## src/rtl/fetch_stage_pkg.sv

```systemverilog
// Shared pipeline definitions for the instruction-fetch stage.
// Holds XLEN, reset PC, the NOP encoding and the fetch queue entry type.
package fetch_stage_pkg;

  localparam int XLEN = 32;

  localparam logic [XLEN-1:0] RESET_PC  = 32'h0000_0000;
  localparam logic [XLEN-1:0] NOP_INSTR = 32'h0000_0013;

  typedef struct packed {
    logic [XLEN-1:0] pc;
    logic [XLEN-1:0] instr;
    logic            data_ready;
  } fetch_entry_t;

  function automatic logic [XLEN-1:0] pc_next(
    input logic [XLEN-1:0] pc
  );
    return pc + 32'd4;
  endfunction

endpackage

```

## src/rtl/fetch_stage_if.sv

```systemverilog
// Instruction-memory request/response bus between IF and imem.
// master = fetch stage, slave = memory.
interface fetch_stage_if;

  logic        imem_req;
  logic [31:0] imem_addr;
  logic        imem_ready;
  logic        imem_rvalid;
  logic [31:0] imem_rdata;

  modport master (
    output imem_req,
    output imem_addr,
    input  imem_ready,
    input  imem_rvalid,
    input  imem_rdata
  );

  modport slave (
    input  imem_req,
    input  imem_addr,
    output imem_ready,
    output imem_rvalid,
    output imem_rdata
  );

endinterface

```

## src/rtl/fetch_queue.sv

```systemverilog
// Two-entry in-order fetch queue: allocate on accept, fill on response,
// pop on consume, flush on redirect. Data always fills the oldest pending slot.
module fetch_queue
  import fetch_stage_pkg::*;
(
  input  logic            clk,
  input  logic            rst,
  input  logic            flush,
  input  logic            alloc,
  input  logic [XLEN-1:0] alloc_pc,
  input  logic            fill,
  input  logic [XLEN-1:0] fill_data,
  input  logic            pop,
  output fetch_entry_t    head,
  output logic [1:0]      count,
  output logic [1:0]      pending
);

  fetch_entry_t ent [2];
  logic         rd_ptr;
  logic         wr_ptr;
  logic [1:0]   cnt_q;
  logic [1:0]   vld;
  logic         fill_ptr;
  logic         fill_ok;

  // Occupancy, missing-data count and the slot the next response lands in
  always_comb begin
    vld[0]   = (cnt_q == 2'd2) || (cnt_q == 2'd1 && !rd_ptr);
    vld[1]   = (cnt_q == 2'd2) || (cnt_q == 2'd1 && rd_ptr);
    pending  = {1'b0, vld[0] && !ent[0].data_ready}
             + {1'b0, vld[1] && !ent[1].data_ready};
    fill_ptr = (vld[rd_ptr] && !ent[rd_ptr].data_ready)
             ? rd_ptr : ~rd_ptr;
    fill_ok  = fill && (pending != 2'd0);
  end

  // Entry storage, pointers and count; flush beats every other update
  always_ff @(posedge clk) begin
    if (rst) begin
      ent[0] <= '0;
      ent[1] <= '0;
      rd_ptr <= 1'b0;
      wr_ptr <= 1'b0;
      cnt_q  <= 2'd0;
    end else if (flush) begin
      ent[0].data_ready <= 1'b0;
      ent[1].data_ready <= 1'b0;
      rd_ptr <= 1'b0;
      wr_ptr <= 1'b0;
      cnt_q  <= 2'd0;
    end else begin
      if (alloc) begin
        ent[wr_ptr] <= '{pc: alloc_pc,
                         instr: '0,
                         data_ready: 1'b0};
        wr_ptr <= ~wr_ptr;
      end
      if (fill_ok) begin
        ent[fill_ptr].instr      <= fill_data;
        ent[fill_ptr].data_ready <= 1'b1;
      end
      if (pop) begin
        rd_ptr <= ~rd_ptr;
      end
      cnt_q <= cnt_q + {1'b0, alloc} - {1'b0, pop};
    end
  end

  assign head  = ent[rd_ptr];
  assign count = cnt_q;

endmodule

```

## src/rtl/fetch_stage.sv

```systemverilog
// RV32I instruction-fetch stage: PC, imem handshake, redirect discard.
// Optional FETCH_PERF_EN adds the fetch_bubble_cnt performance counter.
module fetch_stage
  import fetch_stage_pkg::*;
(
  input  logic            clk,
  input  logic            rst,
  fetch_stage_if.master   imem,
  input  logic            redirect_valid,
  input  logic [XLEN-1:0] redirect_pc,
  input  logic            stall,
  output logic            if_valid,
  output logic [XLEN-1:0] if_pc,
  output logic [XLEN-1:0] if_instr
`ifdef FETCH_PERF_EN
  ,
  output logic [31:0]     fetch_bubble_cnt
`endif
);

  logic [XLEN-1:0] pc_q;
  logic [1:0]      discard_cnt;
  logic [1:0]      discard_d;
  logic [2:0]      owed;
  fetch_entry_t    head;
  logic [1:0]      count;
  logic [1:0]      pending;
  logic            accept;
  logic            drop;
  logic            fill;
  logic            pop;

  assign imem.imem_req  = !rst && !redirect_valid
                        && (count < 2'd2);
  assign imem.imem_addr = pc_q;

  assign accept = imem.imem_req && imem.imem_ready;
  assign drop   = imem.imem_rvalid && (discard_cnt != 2'd0);
  assign fill   = imem.imem_rvalid && (discard_cnt == 2'd0)
                && !redirect_valid;
  assign pop    = if_valid && !stall;

  fetch_queue u_queue (
    .clk       (clk),
    .rst       (rst),
    .flush     (redirect_valid),
    .alloc     (accept),
    .alloc_pc  (pc_q),
    .fill      (fill),
    .fill_data (imem.imem_rdata),
    .pop       (pop),
    .head      (head),
    .count     (count),
    .pending   (pending)
  );

  assign if_valid = (count != 2'd0) && head.data_ready;
  assign if_pc    = head.pc;
  assign if_instr = if_valid ? head.instr : NOP_INSTR;

  // Responses still owed to dead requests once a redirect flushes the queue
  always_comb begin
    owed = {1'b0, discard_cnt} + {1'b0, pending};
    if (imem.imem_rvalid && owed != 3'd0) begin
      owed = owed - 3'd1;
    end
    discard_d = discard_cnt;
    if (redirect_valid) begin
      discard_d = (owed > 3'd2) ? 2'd2 : owed[1:0];
    end else if (drop) begin
      discard_d = discard_cnt - 2'd1;
    end
  end

  // Program counter and discard counter registers
  always_ff @(posedge clk) begin
    if (rst) begin
      pc_q        <= RESET_PC;
      discard_cnt <= 2'd0;
    end else begin
      discard_cnt <= discard_d;
      if (redirect_valid) begin
        pc_q <= redirect_pc;
      end else if (accept) begin
        pc_q <= pc_next(pc_q);
      end
    end
  end

`ifdef FETCH_PERF_EN
  // Count cycles where IF/ID would capture a bubble
  always_ff @(posedge clk) begin
    if (rst) begin
      fetch_bubble_cnt <= 32'd0;
    end else if (!stall && !if_valid) begin
      fetch_bubble_cnt <= fetch_bubble_cnt + 32'd1;
    end
  end
`endif

  // A response must belong to some outstanding request
  rvalid_has_owner: assert property (
    @(posedge clk) disable iff (rst)
    imem.imem_rvalid |-> (discard_cnt != 2'd0 || pending != 2'd0)
  );

endmodule

```

## src/flat_wrapper.sv

```systemverilog
// flat-port wrapper written by rule: the top's interface ports become plain ports
module fetch_stage_flat import fetch_stage_pkg::*;
  (clk, rst, redirect_valid, redirect_pc, stall, if_valid, if_pc, if_instr, imem_imem_req, imem_imem_addr, imem_imem_ready, imem_imem_rvalid, imem_imem_rdata);
  fetch_stage_if imem_i ();
  input  logic clk;
  input  logic rst;
  input  logic redirect_valid;
  input  logic [XLEN-1:0] redirect_pc;
  input  logic stall;
  output logic if_valid;
  output logic [XLEN-1:0] if_pc;
  output logic [XLEN-1:0] if_instr;
  output wire logic [$bits(imem_i.imem_req)-1:0] imem_imem_req;
  output wire logic [$bits(imem_i.imem_addr)-1:0] imem_imem_addr;
  input wire logic [$bits(imem_i.imem_ready)-1:0] imem_imem_ready;
  input wire logic [$bits(imem_i.imem_rvalid)-1:0] imem_imem_rvalid;
  input wire logic [$bits(imem_i.imem_rdata)-1:0] imem_imem_rdata;
  assign imem_imem_req = imem_i.imem_req;
  assign imem_imem_addr = imem_i.imem_addr;
  assign imem_i.imem_ready = imem_imem_ready;
  assign imem_i.imem_rvalid = imem_imem_rvalid;
  assign imem_i.imem_rdata = imem_imem_rdata;
  fetch_stage u_core (.clk(clk), .rst(rst), .imem(imem_i), .redirect_valid(redirect_valid), .redirect_pc(redirect_pc), .stall(stall), .if_valid(if_valid), .if_pc(if_pc), .if_instr(if_instr));
endmodule
```

## config.mk

```make
export PLATFORM = sky130hd
export DESIGN_NAME = fetch_stage_flat
export DESIGN_NICKNAME = d
export VERILOG_FILES = /design/src/rtl/fetch_stage_pkg.sv /design/src/rtl/fetch_stage_if.sv /design/src/rtl/fetch_queue.sv /design/src/rtl/fetch_stage.sv /design/src/flat_wrapper.sv
export SDC_FILE = /design/constraint.sdc
export NUM_CORES = 1
export LEC_CHECK = 0
export CORE_MARGIN = 10
export CORE_UTILIZATION = 44
export CTS_BUF_LIST = sky130_fd_sc_hd__clkbuf_8
export DETAILED_ROUTE_END_ITERATION = 6
export PLACE_DENSITY = 0.72
export SYNTH_ARGS = -nofsm -noshare
export SYNTH_HDL_FRONTEND = slang
export SYNTH_SLANG_ARGS = --single-unit
```

## constraint.sdc

```tcl
create_clock -name clk -period 5 [get_ports clk]
set_input_delay 1 -clock clk [delete_from_list [all_inputs] [get_ports clk]]
set_output_delay 1 -clock clk [all_outputs]
set_load 0.02 [all_outputs]
```

**Word level (Yosys, flattened, before mapping)**

Memories as Yosys holds them, arrays and structs flattened. A register that Yosys moved wholly into a read port is not among the register bits.
Cells that the tools add are included.
W data, S select, Z words.

- Add/subtract/negate cells: 7
- Order comparisons: 3
- Equal/unequal tests: 2
- Mux-type cells: 33
- Bitwise gates (word level): 4
- Reduce and logical (&&, ||, !) cells: 34

Operators with widths:

| kind | number |
|---|---|
| $mux W65 | 2 |
| $reduce_or A65 Y1 | 2 |
| $mux W32 | 3 |
| $add A32 B3 Y32 const B | 1 |
| $mux W1 | 22 |
| $logic_and A1 B1 Y1 | 15 |
| $reduce_bool A2 Y1 | 5 |
| $mux W2 | 4 |
| $logic_not A1 Y1 | 7 |
| $mux W3 | 2 |
| $add A2 B2 Y3 | 1 |
| $gt A3 B2 Y1 const B | 1 |
| $reduce_bool A3 Y1 | 1 |
| $sub A3 B1 Y3 const B | 1 |
| $add A1 B1 Y2 | 1 |
| $add A2 B1 Y2 | 1 |
| $eq A2 B1 Y1 const B | 1 |
| $eq A2 B2 Y1 const B | 1 |
| $logic_not A2 Y1 | 1 |
| $logic_or A1 B1 Y1 | 2 |
| $lt A1 B2 Y1 const B | 1 |
| $lt A2 B2 Y1 const B | 1 |
| $not A1 Y1 | 2 |
| $or A1 B1 Y1 | 2 |
| 3 further kinds | 3 |

- Register bits: 38
- RAM bits: 130
- Bits of input ports: 70
- Output and inout bits: 98
- Word-level logic and storage cells: 89
- Memories: 1

Memories:

| name | depth | width | rd ports | clocked after Yosys merged registers in | wr ports | RTL line | text |
|---|---|---|---|---|---|---|---|
| u_core.u_queue.ent | 2 | 65 | 3 | 1 | 2 | fetch_queue.sv:19 | `fetch_entry_t ent [2];` |

**Logic depth before layout (Yosys ltp)**

Gate-level depths: netlist of run 1.

- Depth in word-level cells: 13
- Mapped depth: 14

**Hierarchy**

From an unflattened synthesis of run 1, not the netlist that was laid out.

- Cell total of the unflattened synthesis: 731
- Area total of the unflattened synthesis: 8316.7 um2

By module, submodules not included:

| module | times used | cells an instance | area an instance (um2) | sequential area each (um2) |
|---|---|---|---|---|
| fetch_queue | 1 | 423 | 5916.9 | 3983.8 |
| fetch_stage | 1 | 308 | 2399.8 | 680.7 |

**Worst setup path after synthesis of run 1**

No wires, ideal clock.

- Path type: input to register
- Start point: in redirect_valid
- End point: mem u_core.u_queue.ent[0][10] in the netlist's numbering, enable pin
- Setup time: 0.375 ns
- Data arrival time: 4.627 ns
- Path slack: -0.002 ns
- Stages: 4
- Buffers on the path: 0
- Cell sequence: nor4b_4 > inv_2 > o21ai_0 > or2_2

RTL lines:

| element | RTL line | text |
|---|---|---|
| start: declaration | flat_wrapper.sv:7 | `input logic redirect_valid;` |
| end: declaration | fetch_queue.sv:19 |  |

**Worst setup path in the final report of run 1**

- Start point: in rst
- End point: out imem_imem_req

- Longest elaborated chain between the ends: 3

Ends and longest elaborated chain:

| element | RTL line | text |
|---|---|---|
| start: declaration | flat_wrapper.sv:6 | `input logic rst;` |
| $logic_not A1 Y1 | fetch_stage.sv:33 | `assign imem.imem_req = !rst && !redirect_valid` |
| $logic_and A1 B1 Y1 | fetch_stage.sv:33 |  |
| $logic_and A1 B1 Y1 | fetch_stage.sv:34 | `&& (count < 2'd2);` |
| end: declaration | flat_wrapper.sv:13 | `output wire logic [$bits(imem_i.imem_req)-1:0] imem_imem_req;` |

No other way between the ends.

==> results of run 1 <==
## power by group through the flow
stage | combinational (mW) | sequential (mW) | clock (mW)
2_1_floorplan | 0.139 | 1.66 | 0
3_3_place_gp | 0.314 | 1.65 | 0
3_5_place_dp | 0.321 | 1.66 | 0
4_1_cts | 0.323 | 1.62 | 0.943
5_1_grt | 0.345 | 1.63 | 1.00
6_report | 0.318 | 1.62 | 0.925
## state kept, by name, summed over array words and instances (netlist names), named ones only
signal,flops
u_core.u_queue.rd_ptr,1
u_core.u_queue.count,2
u_core.imem.imem_addr,32
u_core.u_queue.wr_ptr,1
u_core.discard_cnt,2
u_core.u_queue.ent,130
## layout by cell type, fill, tap and decap left out, types with 3 or more instances in the layout
master | netlist | final
dfxtp_1 | 41 | 40
o21ai_0 | 9 | 7
nor2_1 | 55 | 54
xnor2_1 | 10 | 10
mux2_2 | 33 | 33
ha_1 | 9 | 9
mux2i_1 | 35 | 35
buf_4 | 0 | 12
inv_6 | 0 | 4
a31oi_1 | 5 | 5
and3_1 | 36 | 36
nor3_1 | 15 | 14
o31ai_1 | 7 | 7
a21oi_1 | 6 | 6
and2_1 | 95 | 95
nand4_1 | 6 | 6
edfxtp_1 | 128 | 128
clkinv_4 | 0 | 3
clkbuf_8 | 0 | 17
nand2b_1 | 6 | 6
nand4b_1 | 3 | 3
or3_1 | 4 | 4
nand3_1 | 10 | 10
clkdlybuf4s50_1 | 0 | 167
o311ai_0 | 3 | 3
a311oi_1 | 9 | 9
or4_1 | 11 | 11
nand2_1 | 25 | 25
or2_2 | 3 | 3
nor4_1 | 4 | 4
and4_1 | 5 | 5
inv_1 | 18 | 19
xor2_1 | 5 | 5
a211oi_1 | 13 | 13
## final cells by class
| class | count | area [um^2] |
|---|---|---|
| Multi-Input combinational cell | 452 | 3200 |
| Clock inverter | 15 | 141 |
| Inverter | 19 | 71.3 |
| Timing Repair Buffer | 179 | 1760 |
| Sequential cell | 169 | 4670 |
| Tap cell | 229 | 287 |
| Fill cell | 1514 | 7660 |
| Clock buffer | 17 | 234 |
## routing by layer
layer | global-route usage, % | vias to the layer above
met4 | 6.02 | 0
met1 | 21.0 | 2941
met2 | 29.2 | 173
li1 | - | 2823
met5 | 0 | -
met3 | 4.63 | 29
## tightest hold or removal path: cells and delay by family (launching register included)
kind,cells,cell delay (ps)
AO/OA/AOI/OAI,1,50
flip-flops,1,330
AND/OR/NAND/NOR,1,60
## cell families after synthesis
kind of cell	synth area share, %
DFF	57.6
adders and majority gates	1.64
and+or+nand+nor	20.7
xor gates and xnor gates	1.62
muxes	8.91
AOI/OAI and AO/OA	6.30
buffers and inverters	3.20
## path summary, 6_finish.rpt
kind / startpoint / endpoint / slack, ps / cells past startpoint
worst min register to register: u_core.u_queue.ent[0][0] / u_core.u_queue.ent[0][0] / 470 / 2
worst max-delay path: rst / imem_imem_req / 1300 / 3
worst min-delay path: u_core.u_queue.ent[0][0] / u_core.u_queue.ent[0][0] / 470 / 2
worst max register to register: u_core.u_queue.count[1] / u_core.discard_cnt[0] / 1830 / 13
==> impl_results.md, run 1 <==
- I/O Pins: about 170
- Period Utilization, post-route: about 74%
- Sw power: between 700 and 800 uW
- Clk_lat worst skew: approximately 460 ps
- Antenna Nets Post-Route: 0
- Die H: 156 um
- Hold-fix buffers, CTS: 0
- Worst-margin pin slew: 1010 ps
- WHS: roughly 470 ps
- Critical Path Sink Type: primary output
- CTS Buf Count: 17
- Clock skew: 15.8 ps
- Asr flop ratio synth: 0%
- Slew headroom: roughly a third
- Pint: between 2 and 2.5 mW
- Port Buffers: ~170
- Netlist cell types: slightly below 60
- Commonest cells in the netlist: edfxtp_1, and2_1, nor2_1
- Worst hold path type: reg2reg
- Worst-path cell chain: clkdlybuf4s50_1, nor3_1, clkdlybuf4s50_1
- WL met3: about 1.5 mm
- Post-cts sizing count: 0
- Initial Util: approximately 45%
- CTS tree: built
- Final Instance Count excl. Fillers: about 1100
- RePlAce Congestion: approximately 0.84
- Peak supply drop: approximately 0.16 mV
- First-pass GRT wire length: ~34 mm
- Met2 WL post-DR: 10.7 mm
- DRT Wirelength: about 21 mm
- Run status: finished, final reports clean
- Clock Power Share: between 30% and 40%
- Seq/Total Area, Yosys: between 50% and 60%
- Syn-to-layout area delta: 27.9%
- Worst path top cell family by delay: buffers and inverters
- Static Leak: roughly 3.8 nW
- Total number of vias: slightly below 6000
- Setup WS post-layout: 1300 ps
- Core area: approximately 18000 um^2
- Flop pwr share: a little under three fifths
- Warnings from Yosys: 0
- Design area: roughly 10000 um^2
- Max-Cap Viols: 0
- # setup viols final: 0
- Critical path buffers and inverters: 2
- Layout cells sized above 1: a little over a tenth
- Vias in the first global route: about 6200
- Gr usage total: 17.3%
- RSZ-0062 raised after global routing: false
- Dominant cells by area after synthesis: edfxtp_1, dfxtp_1, and2_1
- Detailed placement HPWL: 14.7 mm
- Number of synthesized flops with an enable pin: 128
- CTS clk-pin slew, worst paths: approximately 80 ps
- Synth Cell Area: 8100 um^2
- Largest net degree at the start of global routing: 65
- Setup TNS: 0 ps
- Worst setup path class: in2out
- Area after detailed placement: around 10000 um^2
- Crit path DAT: between 2000 and 3000 ps
- Tmin final: 3700 ps
- Synthesized net count: between 700 and 800
- Wire length per cell: between 15 and 20 um
- Synth area leader: edfxtp_1
- Remaining DRCs: 0
- Top-count cell post-synth: edfxtp_1
- Final #Nets: slightly above 900
- Postcts setup bufs: 0
- Max Clk Rate: roughly 270 MHz
- Die area: 24200 um^2
- Dpl cells: between 1000 and 1500
- GR Overflow Total: 0
- Pre-antenna DRT Iters: 5
- Net Sw Frac: between 20% and 30%
- Final-report hold violation count: 0
- Startpoint Class: input pin
- Die X-Extent: between 150 and 200 um
- Most used DFF post-synth: edfxtp_1
- Initial antenna violation count: 0
- Combinational Power Share: between 10% and 20%
- # clock sinks: roughly 170
- Top Layer Used: met4
- M1 WL: 8.52 mm
- Yosys top cell area share: around 47%
- Final Max Tran Viols: 0
- Worst EP required: about 4000 ps
- CP max FO: 11
- CP max stage cell: clkdlybuf4s50_1
- Max clock buf depth: 2
- Power consumption: 2.87 mW
- Row cnt: 49
- Seq cells post-synth: ~170
- Largest stage delay, worst path: ~680 ps
- Drt via density: approximately 5.5
- Pwr dens: roughly 280 nW/um^2
- Violation count after the first detailed-route iteration: approximately 440
- N_diodes: 0
- # H-tree levels: 4
- Place WS: 1270 ps
- Most used cell, CP: clkdlybuf4s50_1
- Final Util: 57.5%
- Clock tree root buffer cell: clkbuf_8
- Post-Synthesis Cells: between 600 and 700
- Synthesized area per cell: ~12 um^2
No activity file was read; power rests on OpenSTA's default activity.
==> run 2, diff against run 1 <==
==> constraint.sdc (replaced) <==
create_clock -name clk -period 3.17 [get_ports clk]
set_input_delay 0.634 -clock clk [delete_from_list [all_inputs] [get_ports clk]]
set_output_delay 0.634 -clock clk [all_outputs]
set_load 0.02 [all_outputs]
==> impl_results.md, run 2 (synthesized netlist as in run 1, its figures left out) <==
- Run status: finished, final reports clean
- Worst-margin pin slew: 831 ps (-179 ps)
- Setup TNS: 0 ps (unchanged)
- Clk_lat worst skew: 450 ps (about the same)
- Clock skew: 9.66 ps (-6.10 ps)
- Most common cell after layout, fill and taps aside: clkdlybuf4s50_1
- Critical Path Sink Type: flip-flop
- Setup WS post-layout: 162 ps (-1140 ps)
- Port Buffers: 167 (unchanged)
- Remaining DRCs: 0 (unchanged)
- Violation count after the first detailed-route iteration: 345 (-22%)
- Crit path DAT: 3390 ps (+690 ps)
- Clock tree root buffer cell: clkbuf_8
- Detailed placement HPWL: 15.1 mm (+2.7%)
- Pre-antenna DRT Iters: 5 (unchanged)
- Final-report hold violation count: 0 (unchanged)
- GR Overflow Total: 0 (unchanged)
- CTS Buf Count: 17 (unchanged)
- RePlAce Congestion: 0.838 (-0.48%)
- Vias in the first global route: 6321 (+1.9%)
- Row cnt: 49 (unchanged)
- CP max FO: 7 (-4)
- # setup viols final: 0 (unchanged)
- Total number of vias: 5955 (-0.18%)
- Final Max Tran Viols: 0 (unchanged)
- Peak supply drop: 0.259 mV (+62%)
- Max Clk Rate: ~330 MHz
- Postcts setup bufs: 0 (unchanged)
- Antenna Nets Post-Route: 0 (unchanged)
- Final #Nets: 934 (+1.7%)
- Worst setup path class: reg2reg
- Die X-Extent: 156 um (unchanged)
- N_diodes: 0 (unchanged)
- Wire length per cell: 19.4 um (-0.56%)
- Biggest register: u_core.u_queue.ent
- Core area: 18000 um^2 (unchanged)
- Gr usage total: 17.4% (+0.12 points)
- Static Leak: 3.86 nW (+2.3%)
- Worst EP required: 3550 ps (-450 ps)
- Max-Cap Viols: 0 (unchanged)
- Period Utilization, post-route: ~95%
- # clock sinks: 169 (unchanged)
- Hold-fix buffers, CTS: 0 (unchanged)
- Startpoint Class: flip-flop
- RSZ-0062 raised after global routing: false
- Max clock buf depth: 2 (unchanged)
- I/O Pins: 168 (unchanged)
- Die area: 24200 um^2 (unchanged)
- Drt via density: 5.43 (-1.6%)
- Initial Util: 44.9% (unchanged)
- Syn-to-layout area delta: 29.8%
- # H-tree levels: 4 (unchanged)
- Largest net degree at the start of global routing: 65 (unchanged)
- Place WS: 224 ps (-1040 ps)
- Die H: 156 um (unchanged)
- First-pass GRT wire length: 33.9 mm (+1.1%)
- Largest register FFs: 130 (unchanged)
- CTS clk-pin slew, worst paths: 90 ps (about the same)
- Initial antenna violation count: 0 (unchanged)
- Pwr dens: 432 nW/um^2 (+56%)
- Tmin final: 3010 ps
- CTS tree: built
- Layout cells sized above 1: 12.3% (+1.9 points)
- Most frequent cells in the layout: clkdlybuf4s50_1, edfxtp_1, and2_1
- DRT Wirelength: 21.2 mm (+0.92%)
- Slew headroom: 44.6% (+12 points)
- Worst hold path type: reg2reg
==> run 2: per-stage QoR <==
| stage | cells | hold WS [ps] | total power, mW | instance area [um^2] | utilization (%) |
|---|---|---|---|---|---|
| 6_report | 1096 | 482 | 4.54 | 10500 | 58.3 |
| 5_1_grt | 1096 | 508 | 4.71 | 10500 | 58.3 |
| 4_1_cts | 1096 | 481 | 4.57 | 10500 | 58.3 |
| 3_5_place_dp | 1064 | 468 | 3.13 | 10100 | 56.2 |
| 3_3_place_gp | 1064 | 457 | 3.11 | 10100 | 56.2 |
| 2_1_floorplan | 688 | 437 | 2.83 | 8100 | - |
==> run 2: cell type report <==
class | instances | area (um^2)
Inverter | 19 | 71.3
Clock buffer | 17 | 234
Sequential cell | 169 | 4670
Fill cell | 1483 | 7510
Multi-Input combinational cell | 452 | 3210
Timing Repair Buffer | 195 | 1910
Clock inverter | 15 | 143
Tap cell | 229 | 287
==> run 2: final timing paths <==
| check | depth (start not counted) | endpoint | slack, ps | startpoint |
|---|---|---|---|---|
| worst max-delay path | 13 | u_core.discard_cnt[0] | 160 | u_core.u_queue.count[0] |
| worst min-delay path | 2 | u_core.u_queue.ent[0][0] | 480 | u_core.u_queue.ent[0][0] |
| worst max register to register | 13 | u_core.discard_cnt[0] | 160 | u_core.u_queue.count[0] |
| worst min register to register | 2 | u_core.u_queue.ent[0][0] | 480 | u_core.u_queue.ent[0][0] |
==> run 2: per-layer routing <==
layer | GRT usage [%] | vias to the layer above | wire length, um
met5 | 0 | - | 0
met4 | 5.61 | 0 | 392
met3 | 4.41 | 24 | 1280
met2 | 30.9 | 172 | 11000
met1 | 20.1 | 2907 | 8610
li1 | - | 2852 | -
==> run 2: repair_timing <==
| action | CTS | global route |
|---|---|---|
| endpoints found under the setup margin | 22 | 1 |
| pin swaps | 0 | 1 |
| resized for setup | 1 | 1 |
==> run 2: report_power, final <==
group	internal (mW)	switching, mW
logic	0.257	0.263
clock network	0.638	0.822
registers	2.48	0.0812
total	3.37	1.17
==> run 2: worst max-delay path, cell delays in order (launching register included) <==
cell,delay (ps)
dfxtp_1,500
nand3b_1,120
a21oi_1,230
inv_1,70
ha_1,280
ha_1,190
fa_1,510
inv_1,50
ha_1,180
ha_1,210
nor2b_1,190
xnor2_1,160
nand3_1,90
a21oi_1,140
